===== src/rtl/cpu_run_monitor.sv =====
// Supervises one program run of a core: holds it in reset, releases it,
// counts cycles and memory strobes, and stops on a halt word or timeout.
module cpu_run_monitor #(
    parameter int                IADDR_W      = 10,
    parameter int                DATA_W       = 32,
    parameter logic [DATA_W-1:0] HALT_WORD    = '0,
    parameter int                HALT_REPEAT  = 1,
    parameter int                RESET_CYCLES = 1,
    parameter int unsigned       TIMEOUT      = 100000,
    parameter int                CNT_W        = 32
) (
    input  logic               CLK,
    input  logic               RSTn,
    input  logic               start,
    input  logic               abort,
    input  logic [DATA_W-1:0]  idata,
    input  logic [IADDR_W-1:0] iaddr,
    input  logic               d_w,
    input  logic               d_r,
    output logic               core_rstn,
    output logic               running,
    output logic               done,
    output logic               timed_out,
    output logic [CNT_W-1:0]   cycle_count,
    output logic [CNT_W-1:0]   wr_count,
    output logic [CNT_W-1:0]   rd_count,
    output logic [IADDR_W-1:0] halt_pc
);

    typedef enum logic [2:0] {
        S_IDLE,
        S_HOLD,
        S_SETTLE,
        S_RUN,
        S_DONE,
        S_TMO
    } state_t;

    localparam logic [3:0]  HR      = 4'(HALT_REPEAT);
    localparam logic [7:0]  RC_LAST = 8'(RESET_CYCLES - 1);
    localparam logic [63:0] TMO64   = 64'(TIMEOUT);
    localparam bit          TMO_EN  = (TIMEOUT != 0);

    state_t               state_q, state_d;
    logic [7:0]           hold_q, hold_d;
    logic [3:0]           rlen_q, rlen_d;
    logic [CNT_W-1:0]     cyc_q, cyc_d;
    logic [CNT_W-1:0]     wr_q, wr_d;
    logic [CNT_W-1:0]     rd_q, rd_d;
    logic [IADDR_W-1:0]   pc_q, pc_d;
    logic                 rstn_q, rstn_d;
    logic                 run_q, run_d;
    logic                 done_q, done_d;
    logic                 tmo_q, tmo_d;

    logic [CNT_W-1:0]     cyc_inc;
    logic [3:0]           rlen_inc;
    logic                 is_halt;
    logic                 halt_hit;
    logic                 tmo_hit;

    function automatic logic [CNT_W-1:0] sat_inc(input logic [CNT_W-1:0] v);
        return (&v) ? v : v + 1'b1;
    endfunction

    assign cyc_inc  = sat_inc(cyc_q);
    assign rlen_inc = (&rlen_q) ? rlen_q : rlen_q + 4'd1;
    assign is_halt  = (idata == HALT_WORD);
    assign halt_hit = is_halt && (rlen_inc == HR);
    // Timeout is judged on the count including the current RUN cycle.
    assign tmo_hit  = TMO_EN && (64'(cyc_inc) == TMO64);

    always_comb begin
        state_d = state_q;
        hold_d  = hold_q;
        rlen_d  = rlen_q;
        cyc_d   = cyc_q;
        wr_d    = wr_q;
        rd_d    = rd_q;
        pc_d    = pc_q;
        if (abort) begin
            state_d = S_IDLE;
        end else begin
            unique case (state_q)
                S_IDLE, S_DONE, S_TMO: begin
                    if (start) begin
                        state_d = S_HOLD;
                        hold_d  = '0;
                        rlen_d  = '0;
                        cyc_d   = '0;
                        wr_d    = '0;
                        rd_d    = '0;
                        pc_d    = '0;
                    end
                end
                S_HOLD: begin
                    if (hold_q == RC_LAST) begin
                        state_d = S_SETTLE;
                    end else begin
                        hold_d = hold_q + 8'd1;
                    end
                end
                S_SETTLE: begin
                    state_d = S_RUN;
                end
                S_RUN: begin
                    cyc_d  = cyc_inc;
                    rlen_d = is_halt ? rlen_inc : 4'd0;
                    if (d_w) wr_d = sat_inc(wr_q);
                    if (d_r) rd_d = sat_inc(rd_q);
                    if (halt_hit) begin
                        state_d = S_DONE;
                        pc_d    = iaddr;
                    end else if (tmo_hit) begin
                        state_d = S_TMO;
                    end
                end
                default: begin
                    state_d = S_IDLE;
                end
            endcase
        end
    end

    assign rstn_d = (state_d == S_SETTLE) || (state_d == S_RUN) ||
                    (state_d == S_DONE) || (state_d == S_TMO);
    assign run_d  = (state_d == S_RUN);
    assign done_d = (state_d == S_DONE);
    assign tmo_d  = (state_d == S_TMO);

    always_ff @(posedge CLK or negedge RSTn) begin
        if (!RSTn) begin
            state_q <= S_IDLE;
            hold_q  <= '0;
            rlen_q  <= '0;
            cyc_q   <= '0;
            wr_q    <= '0;
            rd_q    <= '0;
            pc_q    <= '0;
            rstn_q  <= 1'b0;
            run_q   <= 1'b0;
            done_q  <= 1'b0;
            tmo_q   <= 1'b0;
        end else begin
            state_q <= state_d;
            hold_q  <= hold_d;
            rlen_q  <= rlen_d;
            cyc_q   <= cyc_d;
            wr_q    <= wr_d;
            rd_q    <= rd_d;
            pc_q    <= pc_d;
            rstn_q  <= rstn_d;
            run_q   <= run_d;
            done_q  <= done_d;
            tmo_q   <= tmo_d;
        end
    end

    assign core_rstn   = rstn_q;
    assign running     = run_q;
    assign done        = done_q;
    assign timed_out   = tmo_q;
    assign cycle_count = cyc_q;
    assign wr_count    = wr_q;
    assign rd_count    = rd_q;
    assign halt_pc     = pc_q;

endmodule


===== config.mk =====
export PLATFORM = sky130hd
export DESIGN_NAME = cpu_run_monitor
export DESIGN_NICKNAME = d
export VERILOG_FILES = /design/src/rtl/cpu_run_monitor.sv
export SDC_FILE = /design/constraint.sdc
export NUM_CORES = 1
export LEC_CHECK = 0
export BUFFER_PORTS_ARGS = -buffer_cell sky130_fd_sc_hd__buf_2
export CAP_MARGIN = 5
export CORE_MARGIN = 4
export CORE_UTILIZATION = 23
export CTS_CLUSTER_DIAMETER = 200
export DETAILED_ROUTE_END_ITERATION = 8
export GPL_TIMING_DRIVEN = 0
export PLACE_DENSITY = 0.48
export RECOVER_POWER = 100
export SYNTH_ARGS = -nofsm -noshare
export SYNTH_HDL_FRONTEND = slang
export SYNTH_SLANG_ARGS = --single-unit

===== constraint.sdc =====
create_clock -name CLK -period 3.85 [get_ports CLK]
set_clock_uncertainty 0.1 [all_clocks]
set_input_delay 0.1925 -clock CLK [delete_from_list [all_inputs] [get_ports CLK]]
set_output_delay 0.1925 -clock CLK [all_outputs]
set_load 0.05 [all_outputs]

After elaboration in Yosys (flattened, before gate mapping)
Cells that the tools add are included.

word-level totals
  register bits = 125
  input port bits = 48
  output and inout port bits = 110
  word-level logic and storage cells = 79

cells by class
  add/subtract/negate cells = 5
  equal/unequal tests = 18
  multiplexer cells = 25
  bitwise gates (word level) = 1
  reduce and logical (&&, ||, !) cells = 19

operators with widths
  cell                                                                     number
  32-bit 2-to-1 mux                                                        6
  32-bit case mux with 2 select lines                                      3
  32-bit by 1-bit adder with 32-bit output, second input constant          3
  32-bit AND reduction                                                     3
  32-bit by 17-bit equality test with 1-bit output, second input constant  1
  32-bit zero test                                                         1
  10-bit 2-to-1 mux                                                        2
  10-bit case mux with 2 select lines                                      1
  8-bit 2-to-1 mux                                                         2
  8-bit case mux with 2 select lines                                       1
  3-bit 2-to-1 mux                                                         5
  2-bit != test, second input constant                                     7
  3-bit by 2-bit equality test with 1-bit output, second input constant    4
  3-bit equality test, second input constant                               4
  4-bit 2-to-1 mux                                                         3
  3-bit case mux with 4 select lines                                       1
  4-bit AND reduction                                                      3
  5-bit AND reduction                                                      2
  8-bit by 1-bit adder with 8-bit output, second input constant            1
  8-bit zero test                                                          1
  4-bit case mux with 2 select lines                                       1
  4-bit by 1-bit adder with 4-bit output, second input constant            1
  4-bit by 1-bit equality test with 1-bit output, second input constant    1
  2-bit nonzero test                                                       2
  other kinds (7)                                                          9

Longest topological paths before layout
Gate-level depths: netlist of run 1.

  depth in word-level cells = 11
  gate-level depth with buffers = 11
  mapped depth without buffers = 9

Worst setup path before layout of run 1
Ideal clock, no wire load.

  path kind = flip-flop to flip-flop
  start = register cyc_q[11], in the netlist cycle_count[11]
  end = register state_q[2]
  setup time = 119 ps
  arrival time = 2956 ps
  required time = 3631 ps
  setup slack = 675 ps
  cell stages (with the launch flop) = 11
  path buffers = 2
  period minus slack after synthesis = 3175 ps
  cells stage by stage = dfrtp_1 -> buf_2 -> nand4_2 -> or4_4 -> buf_6 -> nor4_4 -> nor4_1 -> xnor2_1 -> o2111a_1 -> a31o_1 -> a21bo_1

between the ends
  longest elaborated chain between the ends = 7
  elaborated cells between the ends (all ways) = 8
  classes of those cells = add/sub: 1; eq/ne: 1; mux: 5; reduce/logical: 1

RTL lines
  item                                                                                     line  source
  from (decl)                                                                              47    logic [CNT_W-1:0] cyc_q, cyc_d;
  from (signal assigned)                                                                   148   cyc_q <= cyc_d;
  32-bit by 1-bit adder with 32-bit output / 32-bit AND reduction (equally long branches)  63    return (&v) ? v : v + 1'b1;
  32-bit 2-to-1 mux *                                                                      63
  32-bit by 17-bit equality test with 1-bit output *                                       71    assign tmo_hit = TMO_EN && (64'(cyc_inc) == TMO64);
  3-bit 2-to-1 mux *                                                                       114   end else if (tmo_hit) begin
  3-bit 2-to-1 mux *                                                                       111   if (halt_hit) begin
  3-bit case mux with 4 select lines *                                                     84    unique case (state_q)
  3-bit 2-to-1 mux *                                                                       81    if (abort) begin
  via state_d[2]                                                                           44    state_t state_q, state_d;
  to (signal assigned)                                                                     145   state_q <= state_d;
  to (decl)                                                                                44

Mark *: on every way through the listed nets, which the timed path passes. The rest lies on a longest branch.
A chain may end at the register's enable or synchronous reset.

Final worst setup path of run 1
  start = register cyc_q[0], in the netlist cycle_count[0]
  end = register run_q, in the netlist running

between the ends
  longest elaborated chain between the ends = 8
  elaborated cells between the ends (all ways) = 9
  classes of those cells = add/sub: 1; eq/ne: 2; mux: 5; reduce/logical: 1

RTL lines
  item                                                                                     line  source
  32-bit by 1-bit adder with 32-bit output / 32-bit AND reduction (equally long branches)  63
  32-bit 2-to-1 mux *                                                                      63
  32-bit by 17-bit equality test with 1-bit output *                                       71
  3-bit 2-to-1 mux *                                                                       114
  3-bit 2-to-1 mux *                                                                       111
  3-bit case mux with 4 select lines *                                                     84
  3-bit 2-to-1 mux *                                                                       81
  3-bit by 2-bit equality test with 1-bit output *                                         127   assign run_d = (state_d == S_RUN);
  via run_d                                                                                52    logic run_q, run_d;
  to (signal assigned)                                                                     153   run_q <= run_d;
  to (decl)                                                                                52

Marks and branches as above.

==> results.md, run 1 <==
- Status: finished with violations
- Failing checks: capacitance limit, slew limit
- Critical path required time: 4.00 ns
- Layout cells sized above 1: 9.33%
- Clock transition at path regs: 0.06 ns
- Most frequent cell after synthesis: dfrtp_1
- Non-Filler Instances: 1,446
- Buf+Inv Stages, Crit Path: 0
- Post-CTS setup buffers: 0
- Dpl cell area: 0.00862 mm²
- Htree depth: 4
- Most frequent CP cell: nor4_1
- Final setup vio count: 0
- Total clock sinks: 125
- Relative slew slack: -38.9%
- Top_reg_cell synth: dfrtp_1
- GRT overflow: 0
- Max Cap Violations: 1
- Max-slew violations: 75
- DRC viols: 0
- Pre-CTS setup slack: 0.294 ns
- Synth Warn #: 0
- Worst Path Max Fanout: 7
- Port buffer count: 157
- Total Wirelength: 24,400 µm
- Yosys cell types: 70
- Die width: 186 µm
- Slowest stage cell on the critical path: or4_1
- Clock Tree Buf Depth: 2
- Worst min-delay path endpoint: hold_q[2]
- PnR worst setup slack: 0.351 ns
- R2R Path End: running
- Avg Cell Area, Syn: 8.63 µm²
- Core ar.: 0.0309 mm²
- Largest cells by area after synthesis: dfrtp_1 43%, nand2_1 5.0%, nor2_1 4.9%, xor2_1 4.6%, o21ai_0 4.5%
- Layout Cell Area excl Fill: 0.00924 mm²
- Starting Density: 23.6%
- Largest net degree at the start of global routing: 76
- Via/cell ratio: 4.92
- Cts bufs inserted: 17
- # rows: 64
- Gr usage total: 14.0%
- Crit start category: flip-flop
- Yosys top cell area share: 42.9%
- R2r setup slk: 0.35 ns
- Area grow syn2layout: 26.5%
- Unrepaired setup endpoints after global routing: no
- Initial antenna violation count: 1
- Worst VDD drop: 0.280 mV
- Final net count: 1,092
- WHS Path Cells: 4
- Cell family with most CP delay: simple AND/OR/NAND/NOR gates
- Crit-path cells: ha_1, nand3_1, or4_1, nor4_1, xnor2_1, nand2_1, nor4_1, a31o_1, o21ai_1
- Most common library cells after synthesis: 125 x dfrtp_1, 97 x nand2_1, 95 x nor2_1
- Crit path kind: flip-flop to flip-flop
- Min Tclk post-route: 3.50 ns
- R2R Path Start: cycle_count[0]
- # diodes: 0
- Post-synth ARST share: 100%
- Die Ht: 186 µm
- Max Clk Rate: 0.286 GHz
- Global-route wire length before repair: 38,400 µm
- Vias in the first global route: 6,795
- Routed Antenna Nets: 0
- DP Cell Count: 1,402
- Clock latency on the worst-skew pair: 0.43 ns
- Largest area contributor in the netlist: dfrtp_1
- Seq cells post-synth: 125
- Register area share after synthesis: 42.9%
- Reg2reg path depth: 9
- Mapped cell area: 0.00730 mm²
- Net count after synthesis: 901
- Worst slew pin tran: 2.08 ns
- Final Cycle Share: 90.9%
- DP HPWL: 17,500 µm
- Design Power: 0.00387 W
- WP data arrival: 3.65 ns
- Leakage: 3.68 nW
- Hold Startpoint: start
- 1st-pass router iterations: 5
- Synthesized instance count: 846
- CTS tree: built
- Root Driver: clkbuf_16
- Starting DRT DRC Count: 515
- EDFF count, synth: 0
- Min-Delay Path Class: input port to flip-flop
- WL/cell: 16.9 µm
- Total number of vias: 7,118
- Critical path endpoint category: flip-flop
- Ratio of total power to cell area: 419 mW/mm²
- Die area: 0.0346 mm²
- IO Pins: 158
- Final Hold Vio Count: 0
- Largest stage delay, worst path: 0.66 ns
- Placer Congestion: 0.853
[through the flow]
stage	hold WS, ns	util (%)	TNS (ns)
2_1_floorplan	-0.203	-	0
3_3_place_gp	0.348	27.8	-1.20
3_5_place_dp	0.202	27.9	0
4_1_cts	0.0972	30.3	0
5_1_grt	0.135	29.9	0
6_report	0.105	29.9	0
[sequential cells by signal, indices dropped and copies added, names as in the netlist]
register     cells
running          1
core_rstn        1
hold_q           8
halt_pc         10
done             1
state_q          3
rlen_q           4
rd_count        32
timed_out        1
cycle_count     32
wr_count        32
[tightest hold or removal path, stage by stage]
cell and delay (ns):
buf_2 0.12, o21ai_0 0.12, nand2_1 0.08, o21ai_0 0.07
[final cells by class]
cell class              instances  area (µm²)
clock inverters                12         184
plain buffers                  46         188
inverters                      17        63.8
well taps                     396         495
fillers                      3342       21700
flip-flops and latches        125        3130
multi-input cells             658        3930
clock buffers                  20         447
repair buffers                172         803
[worst max-delay path by stage]
stage | start | endpoint | slack (ns) | cells after the start
2_1_floorplan | cycle_count[11] | state_q[2] | 0.68 | 10
3_3_place_gp | state_q[2] | wr_count[29] | -0.16 | 10
3_5_place_dp | cycle_count[4] | running | 0.29 | 10
4_1_cts | abort | rd_count[27] | 0.26 | 10
5_1_grt | cycle_count[1] | timed_out | 0.12 | 9
6_report | cycle_count[0] | running | 0.35 | 9
[metal layers]
| metal | track usage (%) | wire, µm | vias to the layer above |
|---|---|---|---|
| met5 | 0 | 13 | - |
| met4 | 4.55 | 335 | 2 |
| met3 | 2.76 | 1360 | 22 |
| met2 | 21.1 | 10900 | 219 |
| met1 | 20.2 | 11800 | 3411 |
| li1 | - | - | 3464 |
[power by group]
part / total (W) / leakage, nW / internal, W / switching, W
registers: 0.00142 / 1.74 / 0.00136 / 0.0000532
logic: 0.000686 / 1.64 / 0.000163 / 0.000523
clock network: 0.00177 / 0.302 / 0.00111 / 0.000660
[cells by family (layout without fill, tap and decap cells)]
kind of cell | after synthesis | after routing | share of synthesized area, %
compound gates | 173 | 173 | 15.0
mux | 6 | 6 | 0.840
simple gates | 406 | 406 | 28.7
xor+xnor | 66 | 66 | 7.92
flops | 125 | 125 | 42.9
buf+inv | 63 | 267 | 3.43
fa+ha+maj | 7 | 7 | 1.20
[placed cells by master (no fill, tap or decap), types with 26 or more instances in the layout]
master and instances:
dfrtp_1 125, nor2_1 95, nand3_1 48, nand2_1 97, xor2_1 38, o21ai_0 66
nand4_1 38, buf_2 48, nor4_1 26, a21oi_1 40, xnor2_1 28, clkbuf_1 154
[repair_timing]
action                                 4_1_cts  5_1_grt
setup endpoints to repair                    0        4
gates resized for setup                      0        3
hold buffers                                12        0
endpoints found under the hold margin       85        0
No activity file was read; power rests on OpenSTA's default activity.
==> run 2: changes to the inputs <==
CAP_MARGIN = 20   (was 5)
CORE_UTILIZATION = 25   (was 23)
PLACE_DENSITY = 0.51   (was 0.48)
==> results.md, run 2 (synthesis gave the netlist of run 1 again) <==
- Final Cycle Share: 93.0% (+2.1 points)
- WL/cell: 16.6 µm (-1.3%)
- Critical path required time: 4.06 ns (+0.06 ns)
- Internal Power: 0.00240 W (-9.0%)
- Area grow syn2layout: 25.9%
- Htree depth: 4 (unchanged)
- Max-slew violations: 74 (-1.3%)
- DP HPWL: 17,000 µm (-2.8%)
- Worst VDD drop: 0.266 mV (-5.2%)
- Critical path endpoint category: flip-flop
- GRT overflow: 0 (unchanged)
- Largest net degree at the start of global routing: 75 (-1.3%)
- Largest stage delay, worst path: 0.61 ns (-0.05 ns)
- Gr usage total: 14.9% (+0.87 points)
- Crit start category: flip-flop
- Slowest stage cell on the critical path: nor4_4
- Vias in the first global route: 6,831 (+0.53%)
- Unrepaired setup endpoints after global routing: no
- Total number of vias: 7,093 (-0.35%)
- Setup Total Neg Slack: 0 ns (unchanged)
- Design Power: 0.00372 W (-3.8%)
- Max Clk Rate: 0.279 GHz (-2.3%)
- Buf+Inv Stages, Crit Path: 2 (+2)
- Crit path kind: flip-flop to flip-flop
- Fillcell total: 3,075 (-8.0%)
- WP data arrival: 3.80 ns (+0.15 ns)
- Failing checks: capacitance limit, slew limit
- Leakage: 3.66 nW (-0.63%)
- Leading cell types in the layout, fill and taps excluded: 152 x clkbuf_1, 125 x dfrtp_1, 97 x nand2_1
- Crit-path cells: clkbuf_1, nand4_2, or4_4, buf_6, nor4_4, nor3_2, a211oi_2, o2111a_1, nand4_1, a21boi_1
- Total clock sinks: 125 (unchanged)
- Clock Tree Buf Depth: 2 (unchanged)
- Post-CTS setup buffers: 0 (unchanged)
- Die width: 179 µm (-3.9%)
- CTS tree: built
- Relative slew slack: -36.7% (+2.3 points)
- Sw Ratio: 35.6% (+3.7 points)
- Total Wirelength: 23,900 µm (-2.2%)
- Final net count: 1,090 (-0.18%)
- Min-Delay Path Class: input port to flip-flop
- Clock latency on the worst-skew pair: 0.43 ns (about the same)
- Ratio of total power to cell area: 405 mW/mm² (-3.3%)
- 1st-pass router iterations: 5 (unchanged)
- Initial antenna violation count: 1 (unchanged)
- Die area: 0.0320 mm² (-7.7%)
- Dpl cell area: 0.00860 mm² (-0.23%)
- Starting Density: 25.4% (+1.7 points)
- Die Ht: 179 µm (-3.9%)
- Worst slew pin tran: 2.05 ns (-0.0340 ns)
- Port buffer count: 157 (unchanged)
- Root Driver: clkbuf_16
- Sw power: 0.00132 W (+7.2%)
- Global-route wire length before repair: 37,600 µm (-2.0%)
- Layout Cell Area excl Fill: 0.00919 mm² (-0.49%)
- Cts bufs inserted: 17 (unchanged)
- Cell family with most CP delay: simple AND/OR/NAND/NOR gates
- Core ar.: 0.0288 mm² (-6.9%)
- Via/cell ratio: 4.95 (+0.55%)
- Final setup vio count: 0 (unchanged)
- Placer Congestion: 0.868 (+1.8%)
- # rows: 62 (-3.1%)
- Routed Antenna Nets: 0 (unchanged)
- Layout cells sized above 1: 9.54% (+0.21 points)
- Flop pwr share: 38.1% (+1.5 points)
- Status: finished with violations
- IO Pins: 158 (unchanged)
- Clock Power Share: 43.6% (-2.1 points)
- Clock transition at path regs: 0.07 ns (about the same)
- Most common cell after layout, fill and taps aside: clkbuf_1
- Comb pwr share: 18.3% (+0.6 points)
- Final Hold Vio Count: 0 (unchanged)
- Max Cap Violations: 1 (unchanged)
- Min Tclk post-route: 3.58 ns (+0.0826 ns)
- Starting DRT DRC Count: 531 (+3.1%)
- Worst Path Max Fanout: 10 (+3)
- DRC viols: 0 (unchanged)
==> run 2: cell type report <==
cell class	count	area [µm²]	area share, %
tap	384	480	5.23
clock inverter	15	169	1.84
antenna	1	2.50	0.0272
inverter	17	63.8	0.694
timing repair buffer	170	796	8.66
multi-input combinational	658	3940	42.9
clock buffer	17	425	4.63
sequential	125	3130	34.0
buffer	46	185	2.01
==> run 2: through the flow <==
step	hold WS [ns]	utilization (%)	instances	worst slack, ns
global route	0.186	31.9	1432	0.00596
finish	0.121	31.9	1433	0.268
detailed placement	0.192	29.9	1388	0.259
floorplan	-0.203	-	846	0.675
global placement	0.349	29.8	1387	-0.184
CTS	0.103	32.4	1432	0.217
==> run 2: path summary, 6_finish.rpt <==
kind | startpoint | end | slack [ns] | cells after the start
min reg2reg | halt_pc[4] | halt_pc[4] | 0.39 | 2
max | cycle_count[11] | timed_out | 0.27 | 10
max reg2reg | cycle_count[11] | timed_out | 0.27 | 10
max in group asynchronous | RSTn | wr_count[22] | 1.64 | 2
min in group asynchronous | RSTn | cycle_count[28] | 0.77 | 2
min | start | hold_q[2] | 0.12 | 4
==> run 2: repair_timing <==
action                     CTS  global route
setup endpoints to repair    0             6
resized for setup            0             2
hold endpoints to repair    84             0
hold buffers                12             0
==> run 2: metal layers <==
metal,global-route usage (%),share of wire [%],wire length (µm),up-vias
met4,4.61,1.6,389,0
met5,0,0,0,-
met2,22.6,45,10700,215
met1,21.2,48,11400,3391
met3,3.02,5.4,1300,24
li1,-,-,-,3463
==> run 2: power groups by stage <==
stage                     clock [W]  combinational (W)  sequential (W)
final                       0.00162           0.000683         0.00142
after global routing        0.00174           0.000754         0.00143
after detailed placement          0           0.000685         0.00144
after CTS                   0.00167           0.000695         0.00142
after global placement            0           0.000672         0.00144
after floorplan                   0           0.000308         0.00155
==> run 2: worst reg2reg max path, delay by kind of cell, from the launching register on <==
kind / cells / cell delay, ns
buffers and inverters: 2 / 0.48
and+or+nand+nor: 5 / 1.76
AOI/OAI and AO/OA: 3 / 0.79
DFF: 1 / 0.35
